===== config.mk =====
export PLATFORM = sky130hd
export DESIGN_NAME = baud_cfg_ctrl
export DESIGN_NICKNAME = d
export VERILOG_FILES = /design/src/rtl/baud_cfg_ctrl.sv
export SDC_FILE = /design/constraint.sdc
export NUM_CORES = 1
export LEC_CHECK = 0
export BUFFER_PORTS_ARGS = -buffer_cell sky130_fd_sc_hd__buf_2
export CORE_ASPECT_RATIO = 1.4
export CORE_MARGIN = 2
export CORE_UTILIZATION = 50
export DETAILED_ROUTE_END_ITERATION = 16
export GPL_TIMING_DRIVEN = 1
export PLACE_DENSITY = 0.69
export SKIP_CTS_REPAIR_TIMING = 1
export SLEW_MARGIN = 30
export SYNTH_ARGS = -nofsm -noshare
export SYNTH_HDL_FRONTEND = slang
export SYNTH_SLANG_ARGS = --single-unit

===== constraint.sdc =====
create_clock -name clk -period 2 [get_ports clk]
set_input_delay 0.4 -clock clk [delete_from_list [all_inputs] [get_ports clk]]
set_output_delay 0.4 -clock clk [all_outputs]
set_load 0.005 [all_outputs]

===== src/rtl/baud_cfg_ctrl.sv =====
// baud_cfg_ctrl: sequencer/arbiter in front of the SPART divisor buffer.
// Programs a 16-bit baud divisor (picked from a 4-entry table by br_cfg) as two
// byte writes on the shared bus (low byte at io_addr 2'b10, high byte at 2'b11),
// then waits for buf_rdy with a timeout. The same bus is lent to a host port
// whenever no configuration is pending.
//
// Ports:
//   clk, rst              clock (rising edge), asynchronous active-low reset
//   br_cfg                baud select, sampled when a config request is taken
//   cfg_start             single-cycle config request
//   host_req              host bus request (level)
//   host_wr/addr/data     host write strobe, address and data
//   buf_rdy               divisor buffer holds a complete divisor
//   host_gnt              host owns the bus
//   io_addr/baud_write/data_out  bus to divisor_buf (registered)
//   cfg_busy              config pending or in progress
//   cfg_done / cfg_err    one-cycle completion / timeout pulses
module baud_cfg_ctrl #(
  parameter logic [15:0] DIV0     = 16'h0515,
  parameter logic [15:0] DIV1     = 16'h028A,
  parameter logic [15:0] DIV2     = 16'h0144,
  parameter logic [15:0] DIV3     = 16'h00A1,
  parameter int unsigned TIMEOUT  = 16,
  parameter bit          AUTO_CFG = 1'b1
) (
  input  logic       clk,
  input  logic       rst,
  input  logic [1:0] br_cfg,
  input  logic       cfg_start,
  input  logic       host_req,
  input  logic       host_wr,
  input  logic [1:0] host_addr,
  input  logic [7:0] host_data,
  input  logic       buf_rdy,
  output logic       host_gnt,
  output logic [1:0] io_addr,
  output logic       baud_write,
  output logic [7:0] data_out,
  output logic       cfg_busy,
  output logic       cfg_done,
  output logic       cfg_err
);

  typedef enum logic [2:0] {StIdle, StHost, StWrLo, StWrHi, StWaitRdy} state_e;

  // Count value on the last permitted buf_rdy sample.
  localparam logic [7:0] WaitLast = 8'(TIMEOUT - 1);

  state_e      state_q;
  logic        auto_q;      // forces one request on the first edge after reset
  logic        pend_q;
  logic [15:0] pend_div_q;
  logic [15:0] div_q;
  logic [7:0]  wait_cnt_q;

  logic        start;
  logic [15:0] start_div;
  logic [15:0] sel_div;

  always_comb begin
    start_div = DIV0;
    case (br_cfg)
      2'b00:   start_div = DIV0;
      2'b01:   start_div = DIV1;
      2'b10:   start_div = DIV2;
      default: start_div = DIV3;
    endcase
  end

  assign start = cfg_start | auto_q;
  // A fresh request carries the newest br_cfg, so it overrides a pending one.
  assign sel_div = start ? start_div : pend_div_q;

  always_ff @(posedge clk or negedge rst) begin
    if (!rst) begin
      state_q    <= StIdle;
      auto_q     <= AUTO_CFG;
      pend_q     <= 1'b0;
      pend_div_q <= 16'h0000;
      div_q      <= 16'h0000;
      wait_cnt_q <= 8'h00;
      host_gnt   <= 1'b0;
      io_addr    <= 2'b00;
      baud_write <= 1'b0;
      data_out   <= 8'h00;
      cfg_busy   <= 1'b0;
      cfg_done   <= 1'b0;
      cfg_err    <= 1'b0;
    end else begin
      auto_q   <= 1'b0;
      cfg_done <= 1'b0;
      cfg_err  <= 1'b0;

      unique case (state_q)
        StIdle: begin
          if (start || pend_q) begin
            state_q    <= StWrLo;
            div_q      <= sel_div;
            pend_q     <= 1'b0;
            io_addr    <= 2'b10;
            data_out   <= sel_div[7:0];
            baud_write <= 1'b1;
            cfg_busy   <= 1'b1;
          end else if (host_req) begin
            state_q    <= StHost;
            host_gnt   <= 1'b1;
            baud_write <= 1'b0;
          end
        end

        StHost: begin
          if (host_req) begin
            io_addr    <= host_addr;
            data_out   <= host_data;
            baud_write <= host_wr;
          end else begin
            state_q    <= StIdle;
            host_gnt   <= 1'b0;
            baud_write <= 1'b0;
          end
        end

        StWrLo: begin
          state_q    <= StWrHi;
          io_addr    <= 2'b11;
          data_out   <= div_q[15:8];
          baud_write <= 1'b1;
        end

        StWrHi: begin
          state_q    <= StWaitRdy;
          baud_write <= 1'b0;
          wait_cnt_q <= 8'h00;
        end

        StWaitRdy: begin
          if (buf_rdy) begin
            state_q  <= StIdle;
            cfg_done <= 1'b1;
            cfg_busy <= pend_q;
          end else if (wait_cnt_q == WaitLast) begin
            state_q  <= StIdle;
            cfg_err  <= 1'b1;
            cfg_busy <= pend_q;
          end else begin
            wait_cnt_q <= wait_cnt_q + 8'd1;
          end
        end

        default: begin
          state_q <= StIdle;
        end
      endcase

      // Requests arriving while the bus is owned are held until the next idle slot.
      if (start && (state_q != StIdle)) begin
        pend_q     <= 1'b1;
        pend_div_q <= start_div;
        cfg_busy   <= 1'b1;
      end
    end
  end

endmodule


==> metrics.txt, run 1 <==
# TYPE chip_impl_metric gauge
chip_impl_info{name="run_status",value="complete, no violations"} 1
chip_impl_metric{name="place_congestion",unit=""} 0.823
chip_impl_info{name="area_leader_netlist",value="sky130_fd_sc_hd__dfrtp_1"} 1
chip_impl_metric{name="routed_wirelength",unit="mm"} 4.24
chip_impl_metric{name="tritoncts.num_buffers",unit=""} 5
chip_impl_metric{name="route.detailed.vias_per_inst",unit=""} 5.93
chip_impl_metric{name="ys_async_sr_fraction",unit=""} 1.00
chip_impl_metric{name="yosys_warnings",unit=""} 0
chip_impl_metric{name="final_antenna_net_count",unit=""} 0
chip_impl_metric{name="grt_antenna_before_repair",unit=""} 0
chip_impl_info{name="rsz_0062_raised_after_global_routing",value="false"} 1
chip_impl_info{name="post_synth_main_area_contributors",value="sky130_fd_sc_hd__dfrtp_1, sky130_fd_sc_hd__mux2_2, sky130_fd_sc_hd__o21ai_0"} 1
chip_impl_metric{name="number_of_inserted_diodes",unit=""} 0
chip_impl_metric{name="drt_first_iter_violations",unit=""} 53
chip_impl_metric{name="syn2layout_area_growth",unit="%"} 17.4
chip_impl_metric{name="tightestPinTransition",unit="ns"} 0.617
chip_impl_metric{name="finalClockSkew",unit="ns"} 0.00576
chip_impl_metric{name="ir_drop",unit="mV"} 0.885
chip_impl_metric{name="floorplan.initialDensity",unit=""} 0.518
chip_impl_metric{name="p_total",unit="mW"} 3.04
chip_impl_metric{name="postSynthAreaPerCell",unit="um^2"} 10.5
chip_impl_metric{name="timing.reg2reg.setup_slack",unit="ns"} 0.16
chip_impl_metric{name="timing.max_slew.rel_slack",unit=""} 0.587
chip_impl_metric{name="detail_route.drc_violations",unit=""} 0
chip_impl_metric{name="worst_ep_arrival_time",unit="ns"} 2.04
chip_impl_metric{name="p_leak",unit="nW"} 1.03
chip_impl_metric{name="tns",unit="ns"} 0
chip_impl_metric{name="grt_use_total",unit=""} 0.213
chip_impl_metric{name="worstRegToRegCells",unit=""} 4
chip_impl_metric{name="grt_first_pass_wirelength",unit="mm"} 7.14
chip_impl_metric{name="syn_nets",unit=""} 203
chip_impl_info{name="startpoint_type",value="flop"} 1
chip_impl_metric{name="post_synth_inst_count",unit=""} 180
chip_impl_info{name="r2r-start",value="state_q[1]"} 1
chip_impl_metric{name="fin_crit",unit="ns"} 1.84
chip_impl_info{name="class_of_the_worst_hold_path",value="in2async"} 1
chip_impl_metric{name="yosys.area.top_type_share",unit=""} 0.491
chip_impl_metric{name="synth_edf_count",unit=""} 0
chip_impl_metric{name="finish.net_count",unit=""} 241
chip_impl_metric{name="placementRows",unit=""} 26
chip_impl_metric{name="power.density",unit="nW/um^2"} 1380
chip_impl_metric{name="clk-insertion-delay-late",unit="ns"} 0.30
chip_impl_metric{name="detailroute.via_count",unit=""} 1547
chip_impl_metric{name="max_clock_freq",unit="MHz"} 543
chip_impl_metric{name="die_width",unit="um"} 55.9
chip_impl_metric{name="core",unit="um^2"} 3640
chip_impl_metric{name="global_route.overflow_total",unit=""} 0
chip_impl_metric{name="cts.htree.levels",unit=""} 2
chip_impl_metric{name="yosys_cell_types",unit=""} 41
chip_impl_metric{name="fraction_of_layout_instances_using_a_drive_strength_above_1",unit=""} 0.279
chip_impl_info{name="cts_tree",value="built"} 1
chip_impl_metric{name="die_area",unit="um^2"} 4290
chip_impl_info{name="cts_root_buf",value="sky130_fd_sc_hd__clkbuf_8"} 1
chip_impl_info{name="criticalPathCategory",value="reg2reg"} 1
chip_impl_metric{name="clkSlewWorstSetupHoldPaths",unit="ns"} 0.07
chip_impl_metric{name="yosys_register_bits",unit=""} 38
chip_impl_metric{name="die_outline_height",unit="um"} 76.7
chip_impl_metric{name="max-clock-path-buffers",unit=""} 2
chip_impl_metric{name="detailed_place_hpwl",unit="mm"} 3.17
chip_impl_metric{name="peak_fanout_along_the_critical_path",unit=""} 12
chip_impl_metric{name="worst-endpoint-required",unit="ns"} 2.20
chip_impl_metric{name="io_pins",unit=""} 33
chip_impl_metric{name="layout_worst_path_cycle_share",unit=""} 0.920
chip_impl_metric{name="port_buffers",unit=""} 32
chip_impl_metric{name="yosysSeqAreaShare",unit=""} 0.505
chip_impl_metric{name="maxCapViolCount",unit=""} 0
chip_impl_metric{name="netlist_area",unit="um^2"} 1890
chip_impl_info{name="startpoint_of_the_worst_setup_timing_path",value="state_q[1]"} 1
chip_impl_info{name="timing.rr.end",value="wait_cnt_q[5]"} 1
chip_impl_metric{name="first_pass_iters",unit=""} 4
chip_impl_info{name="cp-endpoint",value="wait_cnt_q[5]"} 1
chip_impl_metric{name="timing.final.max_slew_violations",unit=""} 0
chip_impl_metric{name="tritoncts_num_sinks",unit=""} 38
chip_impl_metric{name="hold_viol_final",unit=""} 0
chip_impl_metric{name="largest_net_degree_at_the_start_of_global_routing",unit=""} 39
chip_impl_metric{name="wl_per_instance",unit="um"} 16.2
chip_impl_info{name="worst_setup_path_end_kind",value="flop"} 1
chip_impl_metric{name="setup_viol",unit=""} 0
chip_impl_metric{name="first_global_vias",unit=""} 1618
chip_impl_info{name="dominantRegCellSynth",value="sky130_fd_sc_hd__dfrtp_1"} 1
## state kept, by name, indices dropped and copies added (netlist names)
register / flops
auto_q: 1
pend_q: 1
state_q: 3
div_q: 3
data_out: 8
io_addr: 2
host_gnt: 1
cfg_busy: 1
cfg_err: 1
wait_cnt_q: 8
baud_write: 1
cfg_done: 1
pend_div_q: 7
## critical path, cell delays in order, from the launching register on
cell and delay, ns:
sky130_fd_sc_hd__dfrtp_1 0.41, sky130_fd_sc_hd__or4b_4 0.57, sky130_fd_sc_hd__a21o_1 0.29, sky130_fd_sc_hd__or3_1 0.38, sky130_fd_sc_hd__o21ai_0 0.10
## cells in the final DEF (no fill, tap or decap), drive strengths merged, types with 6 or more instances in the layout
| cell | n |
|---|---|
| dfrtp | 37 |
| buf | 37 |
| nand2 | 16 |
| o21ai | 15 |
| mux2 | 12 |
| nor2 | 10 |
| a21oi | 9 |
| clkbuf | 8 |
| inv | 7 |
| o2bb2ai | 6 |
## metal layers
layer / share of wire / vias to the layer above / track usage
li1: - / 739 / -
met1: 0.39 / 749 / 0.224
met2: 0.53 / 40 / 0.367
met3: 0.039 / 19 / 0.0556
met4: 0.042 / 0 / 0.143
met5: 0 / - / 0
## power breakdown
| group | switching [mW] | leakage (nW) | internal (mW) |
|---|---|---|---|
| Combinational | 0.679 | 0.493 | 0.566 |
| Clock | 0.271 | 0.0575 | 0.348 |
| Sequential | 0.154 | 0.477 | 1.03 |
| Total | 1.10 | 1.03 | 1.94 |
## area by class of cell
cell class | instances | area [um^2]
fillers | 319 | 1430
well taps | 42 | 52.6
repair buffers | 37 | 198
multi-input cells | 129 | 875
inverters | 7 | 26.3
clock buffers | 8 | 110
flip-flops and latches | 38 | 952
## synthesized netlist by cell type, types with 3 or more instances
cell / number
sky130_fd_sc_hd__or3_1: 4
sky130_fd_sc_hd__nand2_1: 16
sky130_fd_sc_hd__mux2_2: 12
sky130_fd_sc_hd__dfrtp_1: 37
sky130_fd_sc_hd__a22oi_1: 3
sky130_fd_sc_hd__inv_1: 7
sky130_fd_sc_hd__o2bb2ai_1: 6
sky130_fd_sc_hd__nor3_1: 4
sky130_fd_sc_hd__a21oi_1: 9
sky130_fd_sc_hd__nor2_1: 10
sky130_fd_sc_hd__o22ai_1: 3
sky130_fd_sc_hd__o31ai_1: 5
sky130_fd_sc_hd__ha_1: 5
sky130_fd_sc_hd__mux2i_1: 4
sky130_fd_sc_hd__clkbuf_1: 3
sky130_fd_sc_hd__and3_1: 3
sky130_fd_sc_hd__nand3_1: 5
sky130_fd_sc_hd__o21ai_0: 14
## cells by family after synthesis
group                      Yosys count  share of synthesized area
buffers and inverters               13                     0.0312
adders and majority gates            5                     0.0332
AOI/OAI and AO/OA                   56                      0.202
and+or+nand+nor                     51                      0.134
muxes                               16                     0.0929
DFF                                 38                      0.505
other                                1                    0.00199
## stage by stage
stage	instances	cell area [um^2]	setup slack, ns	hold WS [ns]	util
after floorplan	180	1890	0.225	0.104	-
after global routing	261	2210	0.0840	0.199	0.607
after detailed placement	253	2100	0.130	0.473	0.577
final	261	2210	0.159	0.140	0.607
after global placement	253	2100	0.226	0.457	0.577
after CTS	261	2210	0.175	0.166	0.607
## how the worst min path moves through the flow
| stage | endpoint |
|---|---|
| global route | wait_cnt_q[7] |
| finish | wait_cnt_q[7] |
| detailed placement | wait_cnt_q[7] |
| global placement | pend_div_q[8] |
| CTS | cfg_err |
| floorplan | baud_write |
No activity file was read; power rests on OpenSTA's default activity.
==> run 2, diff against run 1 <==
Settings changed: CELL_PAD_IN_SITES_DETAIL_PLACEMENT set to 1, CELL_PAD_IN_SITES_GLOBAL_PLACEMENT set to 2, CORE_UTILIZATION 50 to 35, PLACE_DENSITY 0.69 to 0.75.
==> metrics.txt, run 2 (synthesized netlist as in run 1, its figures left out) <==
# TYPE chip_impl_metric gauge
chip_impl_metric{name="detailroute.via_count",unit=""} 1526
chip_impl_metric{name="first_pass_iters",unit=""} 4
chip_impl_metric{name="tightestPinTransition",unit="ns"} 0.550
chip_impl_metric{name="p_leak",unit="nW"} 1.02
chip_impl_metric{name="finish.net_count",unit=""} 242
chip_impl_metric{name="hold_viol_final",unit=""} 0
chip_impl_metric{name="first_global_vias",unit=""} 1660
chip_impl_info{name="reg_top3",value="data_out (8), wait_cnt_q (8), pend_div_q (7)"} 1
chip_impl_metric{name="global_route.overflow_total",unit=""} 0
chip_impl_metric{name="total_area_of_multi_input_combinational_cells",unit="um^2"} 875
chip_impl_metric{name="io_pins",unit=""} 33
chip_impl_metric{name="maxCapViolCount",unit=""} 0
chip_impl_metric{name="tritoncts_num_sinks",unit=""} 38
chip_impl_metric{name="tritoncts.num_buffers",unit=""} 5
chip_impl_metric{name="fin_cells",unit=""} 286
chip_impl_metric{name="power.density",unit="nW/um^2"} 1330
chip_impl_info{name="class_of_the_worst_hold_path",value="in2async"} 1
chip_impl_info{name="rsz_0062_raised_after_global_routing",value="false"} 1
chip_impl_metric{name="placementRows",unit=""} 31
chip_impl_metric{name="worst-endpoint-required",unit="ns"} 2.20
chip_impl_metric{name="grt_first_pass_wirelength",unit="mm"} 7.76
chip_impl_info{name="run_status",value="complete, no violations"} 1
chip_impl_info{name="layout.cells.most_common_list",value="sky130_fd_sc_hd__dfrtp_1, sky130_fd_sc_hd__buf_2, sky130_fd_sc_hd__nand2_1"} 1
chip_impl_metric{name="max-clock-path-buffers",unit=""} 2
chip_impl_metric{name="num-fill-cells",unit=""} 626
chip_impl_metric{name="fraction_of_layout_instances_using_a_drive_strength_above_1",unit=""} 0.277
chip_impl_metric{name="worst_ep_arrival_time",unit="ns"} 2.06
chip_impl_metric{name="grt_use_total",unit=""} 0.170
chip_impl_metric{name="wl_per_instance",unit="um"} 16.0
chip_impl_info{name="worst_setup_path_end_kind",value="flop"} 1
chip_impl_metric{name="tns",unit="ns"} 0
chip_impl_metric{name="drt_first_iter_violations",unit=""} 52
chip_impl_metric{name="core",unit="um^2"} 5200
chip_impl_metric{name="floorplan.initialDensity",unit=""} 0.363
chip_impl_info{name="criticalPathCategory",value="reg2reg"} 1
chip_impl_metric{name="setup_viol",unit=""} 0
chip_impl_metric{name="route.detailed.vias_per_inst",unit=""} 5.34
chip_impl_info{name="final_common_cell",value="sky130_fd_sc_hd__dfrtp_1"} 1
chip_impl_metric{name="fin_crit",unit="ns"} 1.86
chip_impl_metric{name="largest_net_degree_at_the_start_of_global_routing",unit=""} 39
chip_impl_metric{name="final_antenna_net_count",unit=""} 0
chip_impl_metric{name="cts.htree.levels",unit=""} 2
chip_impl_metric{name="timing.max_slew.rel_slack",unit=""} 0.632
chip_impl_metric{name="place_congestion",unit=""} 0.740
chip_impl_metric{name="footprint_of_the_flip_flops_and_latches",unit="um^2"} 952
chip_impl_info{name="cts_tree",value="built"} 1
chip_impl_metric{name="die_area",unit="um^2"} 6000
chip_impl_info{name="cts_root_buf",value="sky130_fd_sc_hd__clkbuf_8"} 1
chip_impl_metric{name="grt_antenna_before_repair",unit=""} 0
chip_impl_metric{name="number_of_inserted_diodes",unit=""} 0
chip_impl_metric{name="syn2layout_area_growth",unit="%"} 18.4
chip_impl_metric{name="die_outline_height",unit="um"} 90.8
chip_impl_metric{name="ir_drop",unit="mV"} 0.679
chip_impl_metric{name="routed_wirelength",unit="mm"} 4.59
chip_impl_metric{name="clkSlewWorstSetupHoldPaths",unit="ns"} 0.08
chip_impl_metric{name="finalCoreUtilization",unit=""} 0.429
chip_impl_metric{name="die_width",unit="um"} 66.0
chip_impl_metric{name="detailed_place_hpwl",unit="mm"} 3.52
chip_impl_info{name="startpoint_type",value="flop"} 1
chip_impl_metric{name="detail_route.drc_violations",unit=""} 0
chip_impl_metric{name="finalClockSkew",unit="ns"} 0.00712
chip_impl_metric{name="max_clock_freq",unit="MHz"} 537
chip_impl_metric{name="timing.final.max_slew_violations",unit=""} 0
chip_impl_metric{name="clk-insertion-delay-late",unit="ns"} 0.29
chip_impl_metric{name="port_buffers",unit=""} 32
chip_impl_metric{name="peak_fanout_along_the_critical_path",unit=""} 12
chip_impl_metric{name="layout_worst_path_cycle_share",unit=""} 0.931
chip_impl_metric{name="post-place-cells",unit=""} 278
## run 2: cell count changes in the layout (fill, tap and decap cells not counted)
cell / before / now
sky130_fd_sc_hd__buf_4: 5 / 6
sky130_fd_sc_hd__clkbuf_8: 8 / 6
sky130_fd_sc_hd__clkbuf_1: 0 / 1
sky130_fd_sc_hd__clkinv_2: 0 / 1
## run 2: layer usage
layer / vias to the layer above / routed length (um) / track usage / part of all wire
li1: 738 / - / - / -
met1: 762 / 1870 / 0.184 / 0.41
met2: 21 / 2540 / 0.315 / 0.55
met3: 5 / 123 / 0.0374 / 0.027
met4: 0 / 55 / 0.0612 / 0.012
met5: - / 0 / 0 / 0
## run 2: worst paths after layout
check	start	endpoint	slack (ns)	cells past startpoint
worst min register to register	pend_div_q[8]	pend_div_q[8]	0.50	2
min in group clk	host_addr[1]	io_addr[1]	0.38	3
worst max-delay path	state_q[1]	wait_cnt_q[6]	0.14	4
max in group asynchronous	rst	auto_q	1.47	2
worst min-delay path	rst	wait_cnt_q[4]	0.17	2
worst max register to register	state_q[1]	wait_cnt_q[6]	0.14	4
## run 2: layout make-up
class / count / share of cell area
Clock buffer: 7 / 0.0387
Clock inverter: 1 / 0.00224
Inverter: 7 / 0.0118
Multi-Input combinational cell: 129 / 0.392
Sequential cell: 38 / 0.427
Tap cell: 66 / 0.0370
Timing Repair Buffer: 38 / 0.0919
## run 2: where the power goes
group	internal (mW)	leakage (nW)	switching, mW	total, mW
logic	0.568	0.498	0.655	1.22
registers	1.03	0.477	0.172	1.20
clock network	0.278	0.0482	0.264	0.542
total	1.87	1.02	1.09	2.96
## run 2: critical path, cell delays in order, from the launching register on
cell and delay (ns):
sky130_fd_sc_hd__dfrtp_1 0.44, sky130_fd_sc_hd__or4b_4 0.58, sky130_fd_sc_hd__a21o_1 0.29, sky130_fd_sc_hd__or3_1 0.37, sky130_fd_sc_hd__o21ai_0 0.09
## run 2: through the flow
stage | cell area [um^2] | total power [mW] | setup WS (ns) | hold WS (ns)
after floorplan | 1890 | 2.01 | 0.225 | 0.104
after global placement | 2140 | 2.42 | 0.179 | 0.459
after detailed placement | 2140 | 2.46 | 0.123 | 0.486
after CTS | 2230 | 3.02 | 0.134 | 0.172
after global routing | 2230 | 3.21 | 0.0505 | 0.192
final | 2230 | 2.96 | 0.137 | 0.166
==> run 3, diff against run 2 <==
Settings changed: CORE_UTILIZATION 35 to 36, CTS_BUF_LIST set to sky130_fd_sc_hd__clkbuf_2 sky130_fd_sc_hd__clkbuf_4 sky130_fd_sc_hd__clkbuf_8, PLACE_DENSITY 0.75 to 0.77.
==> metrics.txt, run 3 (synthesized netlist as in run 1, its figures left out) <==
# TYPE chip_impl_metric gauge
chip_impl_metric{name="clkSlewWorstSetupHoldPaths",unit="ns"} 0.07
chip_impl_metric{name="clk-insertion-delay-late",unit="ns"} 0.29
chip_impl_metric{name="drt_first_iter_violations",unit=""} 64
chip_impl_metric{name="setup_viol",unit=""} 0
chip_impl_metric{name="finish.net_count",unit=""} 243
chip_impl_metric{name="floorplan.initialDensity",unit=""} 0.368
chip_impl_metric{name="worst-endpoint-required",unit="ns"} 2.21
chip_impl_metric{name="finalCoreUtilization",unit=""} 0.438
chip_impl_metric{name="io_pins",unit=""} 33
chip_impl_metric{name="timing.max_slew.rel_slack",unit=""} 0.607
chip_impl_metric{name="max-clock-path-buffers",unit=""} 2
chip_impl_metric{name="first_global_vias",unit=""} 1616
chip_impl_metric{name="fin_cells",unit=""} 287
chip_impl_info{name="rsz_0062_raised_after_global_routing",value="false"} 1
chip_impl_metric{name="die_area",unit="um^2"} 5840
chip_impl_metric{name="tightestPinTransition",unit="ns"} 0.588
chip_impl_metric{name="tns",unit="ns"} 0
chip_impl_metric{name="placementRows",unit=""} 31
chip_impl_metric{name="detailed_place_hpwl",unit="mm"} 3.55
chip_impl_metric{name="wl_per_instance",unit="um"} 16.1
chip_impl_info{name="criticalPathCategory",value="reg2reg"} 1
chip_impl_metric{name="grt_first_pass_wirelength",unit="mm"} 7.53
chip_impl_metric{name="core",unit="um^2"} 5120
chip_impl_metric{name="hold_viol_final",unit=""} 0
chip_impl_metric{name="syn2layout_area_growth",unit="%"} 19.0
chip_impl_metric{name="cts.htree.levels",unit=""} 2
chip_impl_info{name="startpoint_type",value="flop"} 1
chip_impl_metric{name="power.density",unit="nW/um^2"} 1340
chip_impl_metric{name="tritoncts.num_buffers",unit=""} 5
chip_impl_metric{name="post-place-cells",unit=""} 279
chip_impl_metric{name="finalHoldWorstSlack",unit="ns"} 0.162
chip_impl_info{name="cts_root_buf",value="sky130_fd_sc_hd__clkbuf_8"} 1
chip_impl_metric{name="p_leak",unit="nW"} 1.03
chip_impl_metric{name="largest_net_degree_at_the_start_of_global_routing",unit=""} 39
chip_impl_metric{name="tritoncts_num_sinks",unit=""} 38
chip_impl_info{name="cts_tree",value="built"} 1
chip_impl_info{name="run_status",value="complete, no violations"} 1
chip_impl_metric{name="number_of_inserted_diodes",unit=""} 0
chip_impl_metric{name="die_outline_height",unit="um"} 89.6
chip_impl_metric{name="global_route.overflow_total",unit=""} 0
chip_impl_metric{name="placedInstanceArea",unit="um^2"} 2150
chip_impl_metric{name="final_antenna_net_count",unit=""} 0
chip_impl_metric{name="max_clock_freq",unit="MHz"} 553
chip_impl_metric{name="detailroute.via_count",unit=""} 1545
chip_impl_metric{name="port_buffers",unit=""} 32
chip_impl_metric{name="ir_drop",unit="mV"} 0.618
chip_impl_metric{name="route.detailed.vias_per_inst",unit=""} 5.38
chip_impl_metric{name="footprint_of_the_flip_flops_and_latches",unit="um^2"} 952
chip_impl_metric{name="grt_antenna_before_repair",unit=""} 0
chip_impl_info{name="final_common_cell",value="sky130_fd_sc_hd__dfrtp_1"} 1
chip_impl_info{name="reg_top3",value="data_out (8), wait_cnt_q (8), pend_div_q (7)"} 1
chip_impl_metric{name="layout.cell_area.non_filler",unit="um^2"} 2240
chip_impl_metric{name="detail_route.drc_violations",unit=""} 0
chip_impl_metric{name="maxCapViolCount",unit=""} 0
chip_impl_metric{name="worst_ep_arrival_time",unit="ns"} 2.02
chip_impl_metric{name="peak_fanout_along_the_critical_path",unit=""} 12
chip_impl_metric{name="num-fill-cells",unit=""} 612
chip_impl_info{name="timing.rr.end",value="wait_cnt_q[5]"} 1
chip_impl_metric{name="layout_worst_path_cycle_share",unit=""} 0.905
chip_impl_metric{name="routed_wirelength",unit="mm"} 4.62
chip_impl_metric{name="worstRegToRegCells",unit=""} 4
chip_impl_metric{name="timing.reg2reg.setup_slack",unit="ns"} 0.19
chip_impl_info{name="r2r-start",value="state_q[1]"} 1
chip_impl_metric{name="finalClockSkew",unit="ns"} 0.00630
chip_impl_metric{name="timing.final.max_slew_violations",unit=""} 0
chip_impl_metric{name="grt_use_total",unit=""} 0.171
chip_impl_metric{name="fraction_of_layout_instances_using_a_drive_strength_above_1",unit=""} 0.285
chip_impl_metric{name="first_pass_iters",unit=""} 4
chip_impl_metric{name="fin_crit",unit="ns"} 1.81
chip_impl_metric{name="place_congestion",unit=""} 0.774
chip_impl_info{name="worst_setup_path_end_kind",value="flop"} 1
chip_impl_info{name="class_of_the_worst_hold_path",value="in2async"} 1
chip_impl_metric{name="die_width",unit="um"} 65.2
chip_impl_metric{name="total_area_of_multi_input_combinational_cells",unit="um^2"} 875
chip_impl_info{name="layout.cells.most_common_list",value="sky130_fd_sc_hd__dfrtp_1, sky130_fd_sc_hd__buf_2, sky130_fd_sc_hd__nand2_1"} 1
run 3: cell count changes in the layout (fill, tap and decap cells not counted), sizes merged:
cell,before,now
buf,38,39
run 3: cell type report:
cell class,instances,share of cell area
flip-flops and latches,38,0.424
inverters,7,0.0117
multi-input cells,129,0.390
clock inverters,1,0.00223
clock buffers,7,0.0402
well taps,66,0.0368
repair buffers,39,0.0948
run 3: through the flow:
| step | setup WS (ns) | power, mW |
|---|---|---|
| final | 0.190 | 3.01 |
| after global routing | 0.0603 | 3.24 |
| after CTS | 0.185 | 3.07 |
| after detailed placement | 0.127 | 2.49 |
| after global placement | 0.193 | 2.44 |
| after floorplan | 0.225 | 2.01 |
run 3: how the worst max path moves through the flow:
stage               startpoint             to  slack, ns  depth (start not counted)
finish              state_q[1]  wait_cnt_q[5]       0.19                          4
global route        state_q[1]    data_out[2]       0.06                          5
CTS                 state_q[1]    data_out[2]       0.18                          5
detailed placement   cfg_start    data_out[1]       0.13                          6
global placement     cfg_start    data_out[3]       0.19                          6
floorplan            cfg_start    data_out[0]       0.23                          5
run 3: worst max-delay path, stage by stage, from the launching register on:
cell                      delay [ns]
sky130_fd_sc_hd__dfrtp_1        0.43
sky130_fd_sc_hd__or4b_4         0.57
sky130_fd_sc_hd__a21o_1         0.29
sky130_fd_sc_hd__or3_1          0.37
sky130_fd_sc_hd__o21ai_0        0.07
run 3: per-layer routing:
| metal | share of wire | track usage | vias to the layer above |
|---|---|---|---|
| met1 | 0.40 | 0.183 | 779 |
| met3 | 0.026 | 0.0387 | 4 |
| met4 | 0.0095 | 0.0511 | 0 |
| met5 | 0 | 0 | - |
| met2 | 0.57 | 0.330 | 20 |
| li1 | - | - | 742 |
run 3: report_power, final:
part / total (mW) / switching, mW / internal [mW]
Clock: 0.559 / 0.267 / 0.292
Combinational: 1.25 / 0.667 / 0.587
Sequential: 1.19 / 0.168 / 1.03
